<file path="src/rtl/boot_streamer_if.sv">
// ROM read port plus UART byte transmit/receive paths between the boot streamer and its environment.
// The streamer is the master; the ROM and UART side is the slave.
interface boot_streamer_if #(
  parameter int ADR_W = 6
);
  logic [ADR_W-1:0] rom_adr;
  logic [15:0]      rom_data;
  logic [7:0]       tx_dat;
  logic             tx_en;
  logic             tx_full;
  logic [7:0]       rx_dat;
  logic             rx_en;

  modport master (
    output rom_adr, tx_dat, tx_en,
    input  rom_data, tx_full, rx_dat, rx_en
  );

  modport slave (
    input  rom_adr, tx_dat, tx_en,
    output rom_data, tx_full, rx_dat, rx_en
  );
endinterface

</file>
<file path="src/rtl/boot_streamer.sv">
// Streams a ROM image as bytes (high byte first) to a UART transmitter, requests a scan, then
// checks the echoed bytes against the ROM and reports pass/fail, error count and first bad address.
module boot_streamer #(
  parameter int N_WORDS    = 64,
  parameter int ADR_W      = 6,
  parameter int RX_TIMEOUT = 200000
) (
  input  logic               clk,
  input  logic               rst,
  input  logic               start_i,
  boot_streamer_if.master    bus,
  output logic               scan_req_o,
  output logic               busy_o,
  output logic               done_o,
  output logic               pass_o,
  output logic               timeout_o,
  output logic [ADR_W:0]     err_count_o,
  output logic [ADR_W-1:0]   first_err_adr_o
);
  localparam int               TMR_W    = $clog2(RX_TIMEOUT + 1);
  localparam logic [ADR_W-1:0] LAST_ADR = ADR_W'(N_WORDS - 1);
  localparam logic [ADR_W:0]   MAX_ERR  = (ADR_W + 1)'(N_WORDS);
  localparam logic [TMR_W-1:0] TMR_LAST = TMR_W'(RX_TIMEOUT - 1);

  typedef enum logic [3:0] {
    S_IDLE, S_RD, S_SEND_HI, S_SEND_LO, S_NEXT, S_SCAN, S_RX_HI, S_RX_LO, S_DONE
  } state_e;

  state_e           state_q, state_d;
  logic [ADR_W-1:0] rom_adr_q, rom_adr_d;
  logic [15:0]      word_q, word_d;
  logic [7:0]       hi_q, hi_d;
  logic [TMR_W-1:0] timer_q, timer_d;
  logic [ADR_W:0]   err_count_q, err_count_d;
  logic [ADR_W-1:0] first_err_adr_q, first_err_adr_d;
  logic             timeout_q, timeout_d;
  logic             scan_req_q, scan_req_d;
  logic             tx_en_last_q;
  logic             tx_en;
  logic [7:0]       tx_dat;

  always_ff @(posedge clk or posedge rst) begin
    if (rst) begin
      state_q         <= S_IDLE;
      rom_adr_q       <= '0;
      word_q          <= '0;
      hi_q            <= '0;
      timer_q         <= '0;
      err_count_q     <= '0;
      first_err_adr_q <= '0;
      timeout_q       <= 1'b0;
      scan_req_q      <= 1'b0;
      tx_en_last_q    <= 1'b0;
    end else begin
      // NOTE: non-blocking so every register samples the pre-edge values of the others.
      state_q         <= state_d;
      rom_adr_q       <= rom_adr_d;
      word_q          <= word_d;
      hi_q            <= hi_d;
      timer_q         <= timer_d;
      err_count_q     <= err_count_d;
      first_err_adr_q <= first_err_adr_d;
      timeout_q       <= timeout_d;
      scan_req_q      <= scan_req_d;
      tx_en_last_q    <= tx_en;
    end
  end

  always_comb begin
    // NOTE: every output of this block is defaulted first so no path can infer a latch.
    state_d         = state_q;
    rom_adr_d       = rom_adr_q;
    word_d          = word_q;
    hi_d            = hi_q;
    timer_d         = timer_q;
    err_count_d     = err_count_q;
    first_err_adr_d = first_err_adr_q;
    timeout_d       = timeout_q;
    scan_req_d      = scan_req_q;
    tx_en           = 1'b0;
    tx_dat          = '0;

    unique case (state_q)
      S_IDLE, S_DONE: begin
        if (start_i) begin
          err_count_d     = '0;
          first_err_adr_d = '0;
          timeout_d       = 1'b0;
          scan_req_d      = 1'b0;
          rom_adr_d       = '0;
          state_d         = S_RD;
        end
      end
      S_RD: begin
        word_d  = bus.rom_data;
        state_d = S_SEND_HI;
      end
      S_SEND_HI: begin
        tx_dat = word_q[15:8];
        if (!bus.tx_full) begin
          tx_en   = 1'b1;
          state_d = S_SEND_LO;
        end
      end
      S_SEND_LO: begin
        // The previous-cycle strobe check keeps the high and low byte writes at least 2 cycles apart.
        tx_dat = word_q[7:0];
        if (!bus.tx_full && !tx_en_last_q) begin
          tx_en   = 1'b1;
          state_d = S_NEXT;
        end
      end
      S_NEXT: begin
        if (rom_adr_q == LAST_ADR) begin
          rom_adr_d  = '0;
          timer_d    = '0;
          scan_req_d = 1'b1;
          state_d    = S_SCAN;
        end else begin
          rom_adr_d = rom_adr_q + 1'b1;
          state_d   = S_RD;
        end
      end
      S_SCAN, S_RX_HI: begin
        if (bus.rx_en) begin
          hi_d       = bus.rx_dat;
          timer_d    = '0;
          scan_req_d = 1'b0;
          state_d    = S_RX_LO;
        end else if (timer_q == TMR_LAST) begin
          timeout_d  = 1'b1;
          scan_req_d = 1'b0;
          state_d    = S_DONE;
        end else begin
          timer_d = timer_q + 1'b1;
          state_d = S_RX_HI;
        end
      end
      S_RX_LO: begin
        if (bus.rx_en) begin
          timer_d = '0;
          if ({hi_q, bus.rx_dat} != bus.rom_data) begin
            if (err_count_q != MAX_ERR) err_count_d = err_count_q + 1'b1;
            if (err_count_q == '0)      first_err_adr_d = rom_adr_q;
          end
          if (rom_adr_q == LAST_ADR) begin
            state_d = S_DONE;
          end else begin
            rom_adr_d = rom_adr_q + 1'b1;
            state_d   = S_RX_HI;
          end
        end else if (timer_q == TMR_LAST) begin
          timeout_d  = 1'b1;
          scan_req_d = 1'b0;
          state_d    = S_DONE;
        end else begin
          timer_d = timer_q + 1'b1;
        end
      end
      default: state_d = S_IDLE;
    endcase
  end

  // The ROM sees the next address, so its registered data is already valid while in RD / RX_LO.
  assign bus.rom_adr     = rom_adr_d;
  assign bus.tx_en       = tx_en;
  assign bus.tx_dat      = tx_dat;

  assign scan_req_o      = scan_req_q;
  assign busy_o          = (state_q != S_IDLE) && (state_q != S_DONE);
  assign done_o          = (state_q == S_DONE);
  assign pass_o          = (state_q == S_DONE) && (err_count_q == '0) && !timeout_q;
  assign timeout_o       = timeout_q;
  assign err_count_o     = err_count_q;
  assign first_err_adr_o = first_err_adr_q;
endmodule

</file>
<file path="src/flat_wrapper.sv">
// flat-port wrapper written by rule: the top's interface ports become plain ports
module boot_streamer_flat 
#(
  parameter int N_WORDS    = 64,
  parameter int ADR_W      = 6,
  parameter int RX_TIMEOUT = 200000
)
  (clk, rst, start_i, scan_req_o, busy_o, done_o, pass_o, timeout_o, err_count_o, first_err_adr_o, bus_rom_adr, bus_tx_dat, bus_tx_en, bus_rom_data, bus_tx_full, bus_rx_dat, bus_rx_en);
  boot_streamer_if #(.ADR_W(ADR_W)) bus_i ();
  input  logic clk;
  input  logic rst;
  input  logic start_i;
  output logic scan_req_o;
  output logic busy_o;
  output logic done_o;
  output logic pass_o;
  output logic timeout_o;
  output logic [ADR_W:0] err_count_o;
  output logic [ADR_W-1:0] first_err_adr_o;
  output wire logic [$bits(bus_i.rom_adr)-1:0] bus_rom_adr;
  output wire logic [$bits(bus_i.tx_dat)-1:0] bus_tx_dat;
  output wire logic [$bits(bus_i.tx_en)-1:0] bus_tx_en;
  input wire logic [$bits(bus_i.rom_data)-1:0] bus_rom_data;
  input wire logic [$bits(bus_i.tx_full)-1:0] bus_tx_full;
  input wire logic [$bits(bus_i.rx_dat)-1:0] bus_rx_dat;
  input wire logic [$bits(bus_i.rx_en)-1:0] bus_rx_en;
  assign bus_rom_adr = bus_i.rom_adr;
  assign bus_tx_dat = bus_i.tx_dat;
  assign bus_tx_en = bus_i.tx_en;
  assign bus_i.rom_data = bus_rom_data;
  assign bus_i.tx_full = bus_tx_full;
  assign bus_i.rx_dat = bus_rx_dat;
  assign bus_i.rx_en = bus_rx_en;
  boot_streamer #(.N_WORDS(N_WORDS), .ADR_W(ADR_W), .RX_TIMEOUT(RX_TIMEOUT)) u_core (.clk(clk), .rst(rst), .start_i(start_i), .bus(bus_i), .scan_req_o(scan_req_o), .busy_o(busy_o), .done_o(done_o), .pass_o(pass_o), .timeout_o(timeout_o), .err_count_o(err_count_o), .first_err_adr_o(first_err_adr_o));
endmodule
</file>
<file path="config.mk">
export PLATFORM = sky130hd
export DESIGN_NAME = boot_streamer_flat
export DESIGN_NICKNAME = d
export VERILOG_FILES = /design/src/rtl/boot_streamer_if.sv /design/src/rtl/boot_streamer.sv /design/src/flat_wrapper.sv
export SDC_FILE = /design/constraint.sdc
export NUM_CORES = 1
export LEC_CHECK = 0
export CELL_PAD_IN_SITES_DETAIL_PLACEMENT = 1
export CELL_PAD_IN_SITES_GLOBAL_PLACEMENT = 2
export CORE_MARGIN = 2
export CORE_UTILIZATION = 33
export DETAILED_ROUTE_END_ITERATION = 8
export GPL_TIMING_DRIVEN = 0
export PLACE_DENSITY = 0.79
export SLEW_MARGIN = 10
export SYNTH_ARGS = -nofsm -noshare
export SYNTH_HDL_FRONTEND = slang
export SYNTH_SLANG_ARGS = --single-unit
export TNS_END_PERCENT = 1
</file>
<file path="constraint.sdc">
create_clock -name clk -period 2.8 [get_ports clk]
set_clock_uncertainty 0.15 [all_clocks]
set_input_delay 0.56 -clock clk [delete_from_list [all_inputs] [get_ports clk]]
set_output_delay 0.56 -clock clk [all_outputs]
set_load 0.02 [all_outputs]
</file>
==> out/qor.yml, run 1 <==
grt_remaining_overflow: 0
crit_chain: "ha_4 -> nand2_1 -> and2b_2 -> inv_4 -> ha_1 -> nor2_1 -> a221o_1 -> buf_6"
fillers: 1294
antennaDiodeCount: 0
status: "complete, no violations"
num_vias: 3291
tightest_slew_ns: 0.906
row_count: 39
hold_viol_final: 0
slowest_delay_ns: 0.42
grt_util_all_layers_pct: 17.8
drt_iter0_drc: 170
cts_buffer_depth: 2
grt_max_degree: 37
slew_viol_final: 0
core_um2: 11300
most-common-layout-cells: "dfrtp_1, clkdlybuf4s50_1, nand2_1"
whs_ns: 0.338
syn-instance-count: 392
antenna_found_initial: 0
mappedNetlistNets: 426
max_freq_ghz: 0.360
utilization_pct: 45.3
io_buffers: 60
worstPathArrival_ns: 2.07
synth_edf_count: 0
crit_type: "register to primary output"
cp_max_fo: 6
max-cap-violations: 0
regArea_um2: 1710
power_density_nw_per_um2: 869
clkSinkCount: 68
cts_max_level: 3
rsz0062_at_grt: "yes"
die-area_um2: 12300
synth_area_leader_cell: "dfrtp_1"
period_minus_slack_ns: 2.78
irDropWorstVdd_mv: 0.363
layout-drive-gt1-share_pct: 22.5
drtPass1Iterations: 4
clock_latency_ns: 0.33
syn2layout_area_growth_pct: 35.4
synthFlopType: "dfrtp_1"
clkTransAtPathRegs_ns: 0.06
cts_tree: "done"
wl_per_cell_um: 17.2
hold_path_class: "register to register"
synth_top_area_share_pct: 45.0
finalCritPeriodShare_pct: 99.2
multi_input_area_um2: 2070
syn_area_per_cell_um2: 9.66
synth.distinct_cells: 50
yosys_register_bits: 68
initial_core_util_pct: 33.4
setup_viol: 0
ys_warn_count: 0
worst_path_max_delay_cell: "dfrtp_2"
grt_pass1_wl_mm: 17.8
synth_area_leaders: "dfrtp_1, mux2_2, o21ai_0"
gp_congestion: 0.760
place_hpwl_mm: 7.62
leakage_nw: 2.25
yosysSeqAreaShare_pct: 45.0
drc: 0
ios: 62
grt_pass1_vias: 3545
slew_headroom_pct: 39.4
final_common_cell: "dfrtp_1"
routed_wl_mm: 10.8
cts_root_buf: "clkbuf_16"
via_per_inst: 5.24
synthesis.area_um2: 3780
worst-endpoint-required_ns: 2.09
fin_nets: 514
cts_hold_buf: 0
die_w_um: 111
end_kind: "primary output"
cts_buffers: 9
startpoint_type: "register"
postSynth.asyncResetShare_pct: 100
dieHeight_um: 111
ant_nets: 0
## cells in the mapped netlist (5+ instances only)
cell type	instances
ha_1	5
a21o_1	5
dfrtp_1	68
mux2i_1	14
buf_2	5
inv_1	15
nor3_1	6
nand2_1	35
nand3_1	15
mux2_2	25
xor2_1	7
nor2_1	32
nand2b_1	5
and3_1	8
xnor2_1	18
nand4_1	10
clkbuf_1	10
or3_1	13
a21oi_1	20
o21ai_0	32
## registers in the layout, summed over array words and instances, names as in the netlist
name and count:
u_core.err_count_o 7, u_core.hi_q 8, u_core.tx_en_last_q 1, u_core.timeout_o 1
u_core.word_q 16, u_core.state_q 4, u_core.scan_req_o 1, u_core.timer_q 18
u_core.rom_adr_q 6, u_core.first_err_adr_o 6
## power breakdown
group	internal [mW]	total (mW)	leakage (nW)	switching, mW
registers	1.24	1.42	0.883	0.176
clock network	0.622	1.03	0.131	0.410
logic	0.944	2.00	1.23	1.06
## worst max-delay path, delay by kind of cell (launching register included)
family	cells	cell delay (ns)
adder cells (fa/ha/maj)	2	0.44
flip-flops	1	0.42
AND/OR/NAND/NOR	3	0.36
AO/OA/AOI/OAI	1	0.32
buffers and inverters	2	0.21
## routing by layer
layer | track usage (%) | routed length, um | vias to the layer above
met3 | 3.77 | 396 | 14
met5 | 0 | 0 | -
li1 | - | - | 1569
met4 | 4.69 | 142 | 0
met1 | 23.4 | 5020 | 1640
met2 | 30.0 | 5210 | 68
## repair_timing
action	in CTS	in global routing
pin swaps	1	5
setup endpoints to repair	18	24
resized for setup	41	54
buffers inserted	3	15
## layout make-up
cell class / instances / area share, %
plain buffers: 15 / 1.90
clock buffers: 14 / 4.95
clock inverters: 2 / 0.195
inverters: 16 / 1.27
multi-input cells: 291 / 40.4
flip-flops and latches: 68 / 33.3
well taps: 143 / 3.49
repair buffers: 79 / 14.5
## final timing paths
| path | depth (start not counted) | slack (ns) | end | from |
|---|---|---|---|---|
| max | 8 | 0.02 | bus_rom_adr[0] | u_core.rom_adr_q[1] |
| max in group asynchronous | 3 | 1.49 | u_core.state_q[3] | rst |
| min reg2reg | 1 | 0.34 | u_core.tx_en_last_q | u_core.tx_en_last_q |
| min in group asynchronous | 2 | 0.46 | u_core.word_q[10] | rst |
| max reg2reg | 4 | 0.17 | u_core.word_q[5] | u_core.state_q[2] |
| min | 1 | 0.34 | u_core.tx_en_last_q | u_core.tx_en_last_q |
## through the flow
step / cell area (um2) / setup slack (ns) / cells / setup TNS (ns) / total power [mW]
after floorplan: 3790 / 0.0555 / 392 / 0 / 2.57
after global placement: 4570 / -0.948 / 595 / -69.67 / 3.13
after detailed placement: 4590 / -0.755 / 596 / -6.39 / 3.19
after CTS: 4930 / -0.215 / 613 / -1.16 / 4.31
after global routing: 5130 / -0.0483 / 628 / -0.159 / 4.73
final: 5130 / 0.0226 / 628 / 0 / 4.45
## logic make-up after synthesis
| group | Yosys count | share of synthesized area, % |
|---|---|---|
| mux | 40 | 11.4 |
| fa+ha+maj | 5 | 1.65 |
| flops | 68 | 45.0 |
| buf+inv | 33 | 3.64 |
| simple gates | 141 | 19.4 |
| compound gates | 80 | 13.1 |
| xor+xnor | 25 | 5.79 |
Power figures use the tool's default switching activity.
==> run 2, diff against run 1 <==
ABC_AREA = 1   (was default)
CORE_UTILIZATION = 30   (was 33)
PLACE_DENSITY = 0.8   (was 0.79)
==> run 2 against run 1 <==
Non-clock buffer count shrank 19. Critical path type unchanged. Largest power group unchanged. Largest cell class unchanged. Die area is 26% higher. Critical endpoint is now bus_rom_adr[1]. Core utilization is 6.3 points lower.
==> out/qor.yml, run 2 <==
grt_max_degree: 56
via_per_inst: 4.89
crit_chain: "ha_2 -> nand2_1 -> nor3_4 -> nor2_1 -> o21ai_0 -> o21ai_2 -> clkdlybuf4s15_2"
top_regs: "u_core.timer_q: 18 flops, u_core.word_q: 16 flops, u_core.hi_q: 8 flops"
cp.depth: 7
antennaDiodeCount: 0
syn-instance-count: 650
tightest_slew_ns: 0.603
fin_cells: 914
cts_buffers: 9
hold_path_class: "register to register"
rsz0062_at_grt: "yes"
synth_most_common_cell: "nand2_1"
num_vias: 4470
synth.distinct_cells: 37
ys_top_cells_by_count: "nand2_1, inv_1, nor2_1"
mappedNetlistNets: 684
postSynth.asyncResetShare_pct: 100
p_switching_mw: 2.00
multi_input_area_um2: 2310
syn_area_per_cell_um2: 6.72
ys_warn_count: 0
synthesis.area_um2: 4370
routed_wl_mm: 14.5
period_minus_slack_ns: 2.77
critPathCapture: "bus_rom_adr[1]"
grt_pass1_vias: 4768
core_um2: 14400
max_freq_ghz: 0.361
switching_share_pct: 42.9
synth_area_leaders: "dfrtp_1, nand2_1, inv_1"
die_w_um: 125
worstReg2RegStart: "u_core.timer_q[0]"
yosysSeqAreaShare_pct: 38.9
row_count: 44
irDropWorstVdd_mv: 0.375
cts_tree: "done"
cp_max_fo: 5
ant_nets: 0
setup_viol: 0
slew_headroom_pct: 59.6
drt_iter0_drc: 135
synth_edf_count: 0
grt_remaining_overflow: 0
grt_pass1_wl_mm: 24.5
crit_family: "simple AND/OR/NAND/NOR gates"
seqPwrFrac_pct: 31.2
place_hpwl_mm: 11.1
worst_path_max_delay_cell: "dfrtp_1"
finalCritPeriodShare_pct: 98.9
synth_top_area_share_pct: 38.9
yosys_register_bits: 68
drtPass1Iterations: 4
end_kind: "primary output"
crit_path_start: "u_core.rom_adr_q[0]"
cts_hold_buf: 0
place_area_um2: 5230
slowest_delay_ns: 0.41
io_buffers: 60
ios: 62
syn2layout_area_growth_pct: 28.3
slew_viol_final: 0
stdcell_area_um2: 5610
die-area_um2: 15500
synthFlopType: "dfrtp_1"
initial_core_util_pct: 30.4
cts_buffer_depth: 2
critPathBufInv: 1
crit_type: "register to primary output"
fin_nets: 759
synth_area_leader_cell: "dfrtp_1"
worst-endpoint-required_ns: 2.09
clockPowerShare_pct: 25.5
gp_congestion: 0.838
layout-drive-gt1-share_pct: 9.86
most-common-layout-cells: "nand2_1, inv_1, nor2_1"
power_density_nw_per_um2: 831
dieHeight_um: 125
antenna_found_initial: 0
max-cap-violations: 0
reg2reg_to: "u_core.timer_q[3]"
worstPathArrival_ns: 2.06
startpoint_type: "register"
hold_viol_final: 0
cts_root_buf: "clkbuf_16"
leakage_nw: 2.74
wl_per_cell_um: 15.9
dp.cells: 895
status: "complete, no violations"
regMostFlops: "u_core.timer_q"
cts_max_level: 3
intPower_mw: 2.66
clock_latency_ns: 0.34
reg2reg_depth: 9
combPwrFrac_pct: 43.3
drc: 0
grt_util_all_layers_pct: 19.6
regArea_um2: 1700
largest_reg_flops: 18
fillers: 1848
clkSinkCount: 68
clkTransAtPathRegs_ns: 0.06
rrSetupSlack_ns: 0.44
fin_tns_setup_ns: 0
final_common_cell: "nand2_1"
[run 2: cell count changes after synthesis, sizes merged, moves of 5 or more]
cell,delta
a21oi,-15
and3,-8
or3,-13
nand3,+31
xnor2,-12
nor2,+47
nand4,+10
o21ai,+14
mux2i,-14
nand2,+191
nand2b,-5
mux2,-26
inv,+81
[run 2: final cells by class]
cell class	instances	area share, %
Multi-Input combinational cell	473	41.2
Sequential cell	68	30.4
Timing Repair Buffer	64	11.2
Inverter	98	6.61
Clock buffer	12	4.58
Tap cell	184	4.11
Buffer	11	1.00
Clock inverter	4	0.848
[run 2: worst min path at each step]
stage	slack (ns)	end	depth (start not counted)	start
final	0.31	u_core.tx_en_last_q	1	u_core.tx_en_last_q
after global routing	0.34	u_core.tx_en_last_q	1	u_core.tx_en_last_q
after global placement	0.31	u_core.word_q[2]	2	u_core.word_q[2]
after CTS	0.32	u_core.tx_en_last_q	1	u_core.tx_en_last_q
after detailed placement	0.31	u_core.word_q[2]	2	u_core.word_q[2]
after floorplan	0.29	u_core.word_q[2]	2	u_core.word_q[2]
[run 2: per-layer routing]
layer / global-route usage (%) / vias up / routed length, um / part of all wire (%)
li1: - / 2212 / - / -
met1: 25.5 / 2180 / 6800 / 47
met3: 3.44 / 13 / 437 / 3.0
met2: 33.8 / 65 / 7100 / 49
met5: 0 / - / 0 / 0
met4: 4.89 / 0 / 165 / 1.1
[run 2: per-stage QoR]
step	power, mW	worst slack (ns)	util [%]	hold WS [ns]
after floorplan	2.70	0.359	-	0.292
after global placement	3.38	-1.15	36.2	0.307
after detailed placement	3.46	-0.330	36.4	0.311
after CTS	4.67	-0.108	38.7	0.324
after global routing	5.03	-0.0879	39.0	0.339
final	4.66	0.0304	39.0	0.314
[run 2: power by group through the flow]
stage / clock network [mW] / registers [mW] / logic, mW
5_1_grt: 1.27 / 1.49 / 2.27
3_5_place_dp: 0 / 1.45 / 2.00
4_1_cts: 1.22 / 1.45 / 2.00
6_report: 1.19 / 1.45 / 2.02
3_3_place_gp: 0 / 1.43 / 1.94
2_1_floorplan: 0 / 1.42 / 1.28
[run 2: kinds of logic (layout without fill, tap and decap cells)]
group / after synthesis / in the layout / synth area share [%]
flops: 68 / 68 / 38.9
buf+inv: 109 / 189 / 9.71
compound gates: 68 / 68 / 8.76
simple gates: 390 / 390 / 39.1
fa+ha+maj: 5 / 5 / 1.43
xor+xnor: 10 / 10 / 2.00
[run 2: worst reg2reg max path, delay by kind of cell (launching register included)]
kind / cells / cell delay, ns
AND/OR/NAND/NOR: 6 / 1.14
flip-flops: 1 / 0.40
AO/OA/AOI/OAI: 1 / 0.07
adder cells (fa/ha/maj): 1 / 0.32
buffers and inverters: 1 / 0.16
[run 2: repair_timing]
| item | in CTS | in global routing |
|---|---|---|
| endpoints found under the setup margin | 15 | 15 |
| buffers inserted | 1 | 2 |
| cloned | 0 | 0 |
| pin swaps | 2 | 2 |
| hold endpoints to repair | 0 | 0 |
| gates resized for setup | 43 | 25 |
